**src/rtl/div_seq_ctrl_if.sv**
```systemverilog
// =============================================================================
// Module      : div_seq_ctrl_if
// Description : Request/result bundle between the execute stage and the
//               divide sequencing controller.
// Revision    : 1.0  initial release
// =============================================================================
`default_nettype none

interface div_seq_ctrl_if #(
    parameter int XLEN = 32
);
    logic            start_i;
    logic            signed_i;
    logic            rem_sel_i;
    logic [XLEN-1:0] dividend_i;
    logic [XLEN-1:0] divisor_i;
    logic            kill_i;
    logic            stall_o;
    logic            done_o;
    logic [XLEN-1:0] result_o;
    logic            busy_o;

    modport master (
        output start_i, signed_i, rem_sel_i, dividend_i, divisor_i, kill_i,
        input  stall_o, done_o, result_o, busy_o
    );

    modport slave (
        input  start_i, signed_i, rem_sel_i, dividend_i, divisor_i, kill_i,
        output stall_o, done_o, result_o, busy_o
    );
endinterface

`default_nettype wire

```
**src/rtl/div_seq_ctrl.sv**
```systemverilog
// =============================================================================
// Module      : div_seq_ctrl
// Description : RV32M DIV/DIVU/REM/REMU sequencer, 32-step restoring divider.
//               Optional macro DIV_EARLY_OUT_EN: finish at once when
//               |dividend| < |divisor|.
// Revision    : 1.0  initial release
// =============================================================================
`default_nettype none

module div_seq_ctrl #(
    parameter int XLEN = 32
) (
    input  wire logic      clk,
    input  wire logic      rst,
    div_seq_ctrl_if.slave  bus
);
    localparam int CW = $clog2(XLEN);

    typedef enum logic [1:0] {
        ST_IDLE = 2'd0,
        ST_CALC = 2'd1,
        ST_FIX  = 2'd2,
        ST_DONE = 2'd3
    } state_t;

    state_t          state_q;
    logic [CW-1:0]   cnt_q;
    logic [XLEN-1:0] rem_q;
    logic [XLEN-1:0] quo_q;
    logic [XLEN-1:0] dvsr_q;
    logic [XLEN-1:0] result_q;
    logic            neg_quo_q;
    logic            neg_rem_q;
    logic            rem_sel_q;
    logic            done_q;

    logic            accept_d;
    logic [XLEN-1:0] dvd_mag_d;
    logic [XLEN-1:0] dvs_mag_d;
    logic            div_zero_d;
    logic            ovf_d;
    logic            early_d;
    logic [XLEN:0]   shift_d;
    logic [XLEN:0]   trial_d;
    logic [XLEN-1:0] quo_fix_d;
    logic [XLEN-1:0] rem_fix_d;

    always_comb begin
        accept_d   = ((state_q == ST_IDLE) || (state_q == ST_DONE)) &&
                     bus.start_i && !bus.kill_i;
        dvd_mag_d  = (bus.signed_i && bus.dividend_i[XLEN-1]) ? -bus.dividend_i
                                                              : bus.dividend_i;
        dvs_mag_d  = (bus.signed_i && bus.divisor_i[XLEN-1]) ? -bus.divisor_i
                                                             : bus.divisor_i;
        div_zero_d = (bus.divisor_i == '0);
        ovf_d      = bus.signed_i &&
                     (bus.dividend_i == {1'b1, {(XLEN-1){1'b0}}}) &&
                     (bus.divisor_i == '1);
`ifdef DIV_EARLY_OUT_EN
        early_d    = (dvd_mag_d < dvs_mag_d);
`else
        early_d    = 1'b0;
`endif
        // Bit XLEN of the trial difference is the borrow: set means restore.
        shift_d    = {rem_q, quo_q[XLEN-1]};
        trial_d    = shift_d - {1'b0, dvsr_q};
        quo_fix_d  = neg_quo_q ? -quo_q : quo_q;
        rem_fix_d  = neg_rem_q ? -rem_q : rem_q;
    end

    always_ff @(posedge clk) begin
        if (!rst) begin
            state_q   <= ST_IDLE;
            cnt_q     <= '0;
            rem_q     <= '0;
            quo_q     <= '0;
            dvsr_q    <= '0;
            result_q  <= '0;
            neg_quo_q <= 1'b0;
            neg_rem_q <= 1'b0;
            rem_sel_q <= 1'b0;
            done_q    <= 1'b0;
        end else begin
            done_q <= 1'b0;
            if (bus.kill_i) begin
                state_q <= ST_IDLE;
            end else if (accept_d) begin
                rem_sel_q <= bus.rem_sel_i;
                neg_quo_q <= bus.signed_i &
                             (bus.dividend_i[XLEN-1] ^ bus.divisor_i[XLEN-1]);
                neg_rem_q <= bus.signed_i & bus.dividend_i[XLEN-1];
                dvsr_q    <= dvs_mag_d;
                quo_q     <= dvd_mag_d;
                rem_q     <= '0;
                if (div_zero_d) begin
                    result_q <= bus.rem_sel_i ? bus.dividend_i : '1;
                    done_q   <= 1'b1;
                    state_q  <= ST_DONE;
                end else if (ovf_d) begin
                    result_q <= bus.rem_sel_i ? '0 : bus.dividend_i;
                    done_q   <= 1'b1;
                    state_q  <= ST_DONE;
                end else if (early_d) begin
                    result_q <= bus.rem_sel_i ? bus.dividend_i : '0;
                    done_q   <= 1'b1;
                    state_q  <= ST_DONE;
                end else begin
                    cnt_q   <= CW'(XLEN - 1);
                    state_q <= ST_CALC;
                end
            end else begin
                case (state_q)
                    ST_CALC: begin
                        if (!trial_d[XLEN]) begin
                            rem_q <= trial_d[XLEN-1:0];
                            quo_q <= {quo_q[XLEN-2:0], 1'b1};
                        end else begin
                            rem_q <= shift_d[XLEN-1:0];
                            quo_q <= {quo_q[XLEN-2:0], 1'b0};
                        end
                        if (cnt_q == '0) begin
                            state_q <= ST_FIX;
                        end else begin
                            cnt_q <= cnt_q - CW'(1);
                        end
                    end
                    ST_FIX: begin
                        result_q <= rem_sel_q ? rem_fix_d : quo_fix_d;
                        done_q   <= 1'b1;
                        state_q  <= ST_DONE;
                    end
                    default: state_q <= ST_IDLE;
                endcase
            end
        end
    end

    // Stall covers the accept cycle so the pipeline holds the operands.
    assign bus.stall_o  = accept_d || (state_q == ST_CALC) || (state_q == ST_FIX);
    assign bus.done_o   = done_q;
    assign bus.result_o = result_q;
    assign bus.busy_o   = (state_q != ST_IDLE);

endmodule

`default_nettype wire

```
**src/flat_wrapper.sv**
```systemverilog
// flat-port wrapper written by rule: the top's interface ports become plain ports
module div_seq_ctrl_flat 
#(
    parameter int XLEN = 32
)
  (clk, rst, bus_start_i, bus_signed_i, bus_rem_sel_i, bus_dividend_i, bus_divisor_i, bus_kill_i, bus_stall_o, bus_done_o, bus_result_o, bus_busy_o);
  div_seq_ctrl_if #(.XLEN(XLEN)) bus_i ();
  input  wire logic clk;
  input  wire logic rst;
  input wire logic [$bits(bus_i.start_i)-1:0] bus_start_i;
  input wire logic [$bits(bus_i.signed_i)-1:0] bus_signed_i;
  input wire logic [$bits(bus_i.rem_sel_i)-1:0] bus_rem_sel_i;
  input wire logic [$bits(bus_i.dividend_i)-1:0] bus_dividend_i;
  input wire logic [$bits(bus_i.divisor_i)-1:0] bus_divisor_i;
  input wire logic [$bits(bus_i.kill_i)-1:0] bus_kill_i;
  output wire logic [$bits(bus_i.stall_o)-1:0] bus_stall_o;
  output wire logic [$bits(bus_i.done_o)-1:0] bus_done_o;
  output wire logic [$bits(bus_i.result_o)-1:0] bus_result_o;
  output wire logic [$bits(bus_i.busy_o)-1:0] bus_busy_o;
  assign bus_i.start_i = bus_start_i;
  assign bus_i.signed_i = bus_signed_i;
  assign bus_i.rem_sel_i = bus_rem_sel_i;
  assign bus_i.dividend_i = bus_dividend_i;
  assign bus_i.divisor_i = bus_divisor_i;
  assign bus_i.kill_i = bus_kill_i;
  assign bus_stall_o = bus_i.stall_o;
  assign bus_done_o = bus_i.done_o;
  assign bus_result_o = bus_i.result_o;
  assign bus_busy_o = bus_i.busy_o;
  div_seq_ctrl #(.XLEN(XLEN)) u_core (.clk(clk), .rst(rst), .bus(bus_i));
endmodule
```
**config.mk**
```make
export PLATFORM = sky130hd
export DESIGN_NAME = div_seq_ctrl_flat
export DESIGN_NICKNAME = d
export VERILOG_FILES = /design/src/rtl/div_seq_ctrl_if.sv /design/src/rtl/div_seq_ctrl.sv /design/src/flat_wrapper.sv
export SDC_FILE = /design/constraint.sdc
export NUM_CORES = 1
export LEC_CHECK = 0
export CORE_UTILIZATION = 54
export DETAILED_ROUTE_END_ITERATION = 16
export PLACE_DENSITY = 0.76
export SETUP_SLACK_MARGIN = 0.4
export SYNTH_ARGS = -nofsm -noshare
export SYNTH_HDL_FRONTEND = slang
export SYNTH_SLANG_ARGS = --single-unit
```
**constraint.sdc**
```tcl
create_clock -name clk -period 7 [get_ports clk]
set_clock_uncertainty 0.2 [all_clocks]
set_input_delay 0.7 -clock clk [delete_from_list [all_inputs] [get_ports clk]]
set_output_delay 0.7 -clock clk [all_outputs]
set_load 0.05 [all_outputs]
```
## Word-level counts from Yosys, hierarchy flattened

Index checks and enable logic that the tools add are counted.

| storage, ports and cells | value |
|---|---|
| output and inout port bits | 35 |
| input port bits | 70 |
| register bits after elaboration | 139 |
| logic and storage cells | 83 |

| cells by class | value |
|---|---|
| reductions and logical operators | 21 |
| muxes and demuxes | 31 |
| bitwise gates (word level) | 5 |
| $add $sub $neg | 6 |
| eq/ne operators | 10 |

Operator list:

| operator | count |
|---|---|
| $mux W32 | 16 |
| $neg A32 Y32 | 4 |
| $eq A32 B32 Y1 const B | 2 |
| $sub A33 B32 Y33 | 1 |
| $logic_not A32 Y1 | 1 |
| $mux W5 | 5 |
| $mux W2 | 4 |
| $logic_and A1 B1 Y1 | 6 |
| $reduce_bool A2 Y1 | 3 |
| $logic_not A5 Y1 | 1 |
| $mux W1 | 5 |
| $reduce_and A5 Y1 | 1 |
| $sub A5 B1 Y5 const B | 1 |
| $eq A2 B2 Y1 const B | 2 |
| $ne A2 B2 Y1 const B | 2 |
| $pmux W2 S2 | 1 |
| $reduce_and A2 Y1 | 2 |
| $logic_or A1 B1 Y1 | 3 |
| $ne A3 B1 Y1 const B | 1 |
| $ne A3 B3 Y1 const B | 1 |
| $reduce_and A3 Y1 | 1 |
| $and A1 B1 Y1 | 2 |
| $eq A2 B1 Y1 const B | 1 |
| $logic_not A2 Y1 | 1 |
| 5 further kinds | 6 |

## Logic depth before layout (Yosys ltp)

| depth | value |
|---|---|
| depth after elaboration | 6 |
| mapped depth | 13 |
| depth with buffers taken out | 12 |

## Worst setup path before layout

OpenSTA, ideal clock, no wires.

| timing path | value |
|---|---|
| path type | input to register |
| from | input port bus_divisor_i[10] |
| to | register u_core.result_q[12] (netlist: u_core.bus.result_o[12]) |
| required time | 6.674 ns |
| setup slack | 3.509 ns |
| buffers on the path | 3 |
| setup time | 0.126 ns |
| arrival | 3.165 ns |
| stages on the path | 11 |
| cell sequence | or4_4 or4b_1 buf_2 nor4_4 nand2_2 o41ai_2 nor2_1 nor3_4 buf_4 buf_2 a31oi_1 |

| on the way | value |
|---|---|
| word-level cells in the longest chain between the ends | 4 |
| elaborated cells on any way between the ends | 7 |
| those cells by class | 2 x eq/ne; 2 x mux; 3 x reduce/logical |

RTL lines:

| what | RTL line | text |
|---|---|---|
| start: declaration | flat_wrapper.sv:14 | `input wire logic [$bits(bus_i.divisor_i)-1:0] bus_divisor_i;` |
| $eq A32 B32 Y1 | div_seq_ctrl.sv:58 | `(bus.divisor_i == '1);` |
| $logic_and A1 B1 Y1 | div_seq_ctrl.sv:57 | `(bus.dividend_i == {1'b1, {(XLEN-1){1'b0}}}) &&` |
| $ne A3 B3 Y1 (no source line) | -- |  |
| $reduce_and A3 Y1 (no source line) | -- |  |
| end signal: assignment | div_seq_ctrl.sv:96 | `result_q <= bus.rem_sel_i ? bus.dividend_i : '1;` |
| end signal: assignment | div_seq_ctrl.sv:100 | `result_q <= bus.rem_sel_i ? '0 : bus.dividend_i;` |
| end signal: assignment | div_seq_ctrl.sv:104 | `result_q <= bus.rem_sel_i ? bus.dividend_i : '0;` |
| end: declaration | div_seq_ctrl.sv:31 | `logic [XLEN-1:0] result_q;` |

Parallel ways exist; a longest one is shown, timed or not.
A chain may end at the register's enable or synchronous reset.

## Final worst setup path

| timing path | value |
|---|---|
| from | register u_core.quo_q[7] |
| to | register u_core.result_q[25] (netlist: u_core.bus.result_o[25]) |

| on the way | value |
|---|---|
| word-level cells in the longest chain between the ends | 5 |

RTL lines:

| what | RTL line | text |
|---|---|---|
| start: declaration | div_seq_ctrl.sv:29 | `logic [XLEN-1:0] quo_q;` |
| start signal: assignment | div_seq_ctrl.sv:93 | `quo_q <= dvd_mag_d;` |
| start signal: assignment | div_seq_ctrl.sv:116 | `quo_q <= {quo_q[XLEN-2:0], 1'b1};` |
| start signal: assignment | div_seq_ctrl.sv:119 | `quo_q <= {quo_q[XLEN-2:0], 1'b0};` |
| $neg A32 Y32 | div_seq_ctrl.sv:67 | `quo_fix_d = neg_quo_q ? -quo_q : quo_q;` |
| $mux W32 | div_seq_ctrl.sv:67 |  |
| $mux W32 | div_seq_ctrl.sv:128 | `result_q <= rem_sel_q ? rem_fix_d : quo_fix_d;` |
| $mux W32 | div_seq_ctrl.sv:112 | `case (state_q)` |
| $mux W32 | div_seq_ctrl.sv:87 | `end else if (accept_d) begin` |
| end signal: assignment | div_seq_ctrl.sv:96 |  |
| end signal: assignment | div_seq_ctrl.sv:100 |  |
| end signal: assignment | div_seq_ctrl.sv:128 |  |

Every way passes these cells. The select of a mux whose other input is x is not followed.

==> impl_metrics.yaml <==
sta:
  fmax_mhz: 216.3
  timing.final.ws_setup_ns: 2.376
  fin_setup_tns_ns: 0
  layout_worst_path_cycle_share_pct: 66.05
  rsz0062_at_grt: "no"
  setup_viol: 0
  final_period_minus_worst_setup_slack_ns: 4.624
  maxSlewViolCount: 0
  slew-limit-headroom_pct: 4.775
  timing.final.hold_violations: 0
  worstMarginPinSlew_ns: 1.392
routing:
  post-route-drc-count: 0
  drt_first_iter_violations: 1101
  route.detailed.wl_per_inst_um: 19.49
  drt_first_pass_iters: 6
  postRouteWirelength_um: 34600
  route.detailed.vias_per_inst: 6.348
  detailroute.via_count: 11270
  ant_nets: 0
setup_path:
  rr_worst_depth: 8
  regToRegSetupSlack_ns: 2.38
  crit_path_start: "u_core.quo_q[7]"
  r2r_end: "u_core.bus.result_o[25]"
  worst-path-max-fanout: 7
  startpoint_class: "flop"
  timing.critical_path.to_type: "flop"
  critical_path_class: "flop to flop"
  worst-endpoint-arrival_ns: 4.69
  timing.rr.start: "u_core.quo_q[7]"
  critical_path_data_required_time_ns: 7.06
  critical_path.endpoint: "u_core.bus.result_o[25]"
global_routing:
  grt_start_max_net_pins: 75
  wire_length_of_the_first_global_routing_pass_um: 53940
  grt_remaining_overflow: 0
  via_count_of_the_first_global_routing_pass: 10010
  antenna_found_initial: 0
  global_route.usage.total_pct: 34.28
placement:
  dpl_worst_slack_ns: 2.097
  io_buffer_count: 104
  finalWeightedCongestion: 1.042
  detailed_place_hpwl_um: 25350
  placed_area_um2: 11870
clock_network:
  cts_tree: "done"
  cts-htree-levels: 4
  clockRootBuffer: "clkbuf_16"
  clock_sinks: 139
  postCtsResizedCells: 0
  cts_made_buffers: 17
  cts.hold.buffers_added: 0
  cts.repair_timing.setup_buffer_count: 0
  clock_latency_ns: 0.43
  ctsLongestPathBuffers: 2
  clock_pin_slew_on_the_worst_setup_and_hold_paths_ns: 0.07
floorplanning:
  initial_utilization_pct: 55.16
  floorplan.die.width_um: 143.0
  io_pins: 105
  chipHeight_um: 143.0
  die_area_um2: 20450
  placeable_area_um2: 19460
  std_cell_rows: 51
pwr:
  fin_total_pwr_mw: 2.850
  power.share.sequential_pct: 31.8
  swShare_pct: 38.34
  internal-power_mw: 1.757
  power.share.clock_pct: 32.2
  power_frac_comb_pct: 36.0
  cellLeakagePower_nw: 4.491
  peakVddDrop_mv: 0.1737
  p_switching_mw: 1.093
  power_density_nw_per_um2: 228.8
layout:
  mostFrequentLayoutCell: "nand2_1"
  mostFrequentLayoutCells: "nand2_1 (182), dfxtp_1 (139), a21oi_1 (123), o21ai_0 (123), nor2_1 (122)"
  multi_input_combinational_cell_area_um2: 7368
  final_core_util_pct: 64.01
  final_net_count: 1610
  final.fill_count: 1759
  finish.instance_area_um2: 12460
  n_antenna_cell: 0
  sequential_cell_area_um2: 2783
  drive_gt1_share_pct: 4.967
  area_growth_syn_to_layout_pct: 16.04
logic_synthesis:
  synth-async-reset-ratio_pct: 0
  synth_cells: 1454
  synth-seq-cells: 139
  synth-edff-count: 0
  synth.avg_cell_area_um2: 7.383
  synthesis.yosys.warnings: 0
  dominantRegCellSynth: "dfxtp_1"
  post_synth_instance_area_um2: 10740
  postSynthNetCount: 1567
  yosys.cell_types.count: 71
  post_synthesis_sequential_area_ratio_pct: 25.92
hold_path:
  holdCritPathClass: "flop to flop"
job:
  cap_viol_max_count: 0
status:
  run_status: "finished clean"
logic make-up (layout without fill, tap and decap cells):
family                     Yosys count  after routing  synth area share (%)
DFF                                139            139                 25.92
and+or+nand+nor                    458            458                 19.83
AOI/OAI and AO/OA                  483            483                 28.81
xor gates and xnor gates           144            144                 11.75
adders and majority gates           45             45                 5.268
buffers and inverters              155            211                 5.606
muxes                               30             30                 2.821
metal layers:
metal / wire length (um) / track usage, %
met1: 15380 / 47.37
met4: 919 / 10.75
met3: 3583 / 10.50
met5: 0 / 0
met2: 14710 / 50.42
final cells by class:
cell class | count | share of cell area [%]
Clock buffer | 18 | 3.526
Clock inverter | 14 | 1.195
Inverter | 58 | 1.748
Multi-Input combinational cell | 1160 | 59.15
Sequential cell | 139 | 22.34
Tap cell | 265 | 2.662
Timing Repair Buffer | 121 | 9.381
worst min path at each step:
stage / end / slack, ns / from / cells after the start
CTS: u_core.dvsr_q[0] / 0.26 / u_core.dvsr_q[0] / 2
finish: u_core.dvsr_q[0] / 0.26 / u_core.dvsr_q[0] / 2
global placement: u_core.dvsr_q[0] / 0.25 / u_core.dvsr_q[0] / 2
global route: u_core.bus.result_o[30] / 0.29 / u_core.bus.result_o[30] / 2
detailed placement: u_core.dvsr_q[0] / 0.25 / u_core.dvsr_q[0] / 2
floorplan: u_core.dvsr_q[30] / 0.23 / u_core.dvsr_q[30] / 2
stage by stage:
step / std cells / hold slack (ns)
finish: 1775 / 0.2611
global route: 1775 / 0.2895
detailed placement: 1743 / 0.2546
CTS: 1775 / 0.2638
global placement: 1743 / 0.2531
floorplan: 1454 / 0.2319
critical path, stage by stage (launching register included):
cell       delay, ns
dfxtp_1         0.39
or4_1           0.62
nor4_1          0.79
nand4_1         0.50
o31ai_1         0.41
xor2_1          0.22
nor2_1          0.06
a2111oi_0       1.09
a21oi_1         0.16
power groups by stage:
| stage | registers (mW) | clock network (mW) | logic, mW |
|---|---|---|---|
| floorplan | 0.946 | 0 | 0.682 |
| global placement | 0.921 | 0 | 0.979 |
| detailed placement | 0.923 | 0 | 0.995 |
| CTS | 0.905 | 0.921 | 1.00 |
| global route | 0.914 | 0.958 | 1.11 |
| finish | 0.907 | 0.917 | 1.03 |
synthesized netlist by cell type (22+ instances only):
| library cell | n | area (um2) |
|---|---|---|
| nand2_1 | 182 | 683.2 |
| o221ai_1 | 25 | 219.0 |
| o31ai_1 | 29 | 217.7 |
| o211ai_1 | 34 | 255.2 |
| ha_1 | 42 | 525.5 |
| a211oi_1 | 37 | 277.8 |
| nand3_1 | 22 | 110.1 |
| clkbuf_1 | 77 | 289.0 |
| xnor2_1 | 77 | 674.4 |
| a31oi_1 | 26 | 162.7 |
| mux2i_1 | 28 | 280.3 |
| xor2_1 | 67 | 586.8 |
| nor2_1 | 125 | 469.2 |
| o21ai_0 | 123 | 615.6 |
| inv_1 | 57 | 214.0 |
| a21oi_1 | 123 | 615.6 |
| dfxtp_1 | 139 | 2783 |
flip-flops by register name, indices dropped and copies added (netlist names):
| name | count |
|---|---|
| u_core.dvsr_q | 32 |
| u_core.state_q | 2 |
| u_core.quo_q | 32 |
| u_core.cnt_q | 5 |
| u_core.bus.done_o | 1 |
| u_core.rem_sel_q | 1 |
| u_core.bus.result_o | 32 |
| u_core.neg_rem_q | 1 |
| u_core.rem_q | 32 |
| u_core.neg_quo_q | 1 |
No activity file was read; power rests on OpenSTA's default activity.
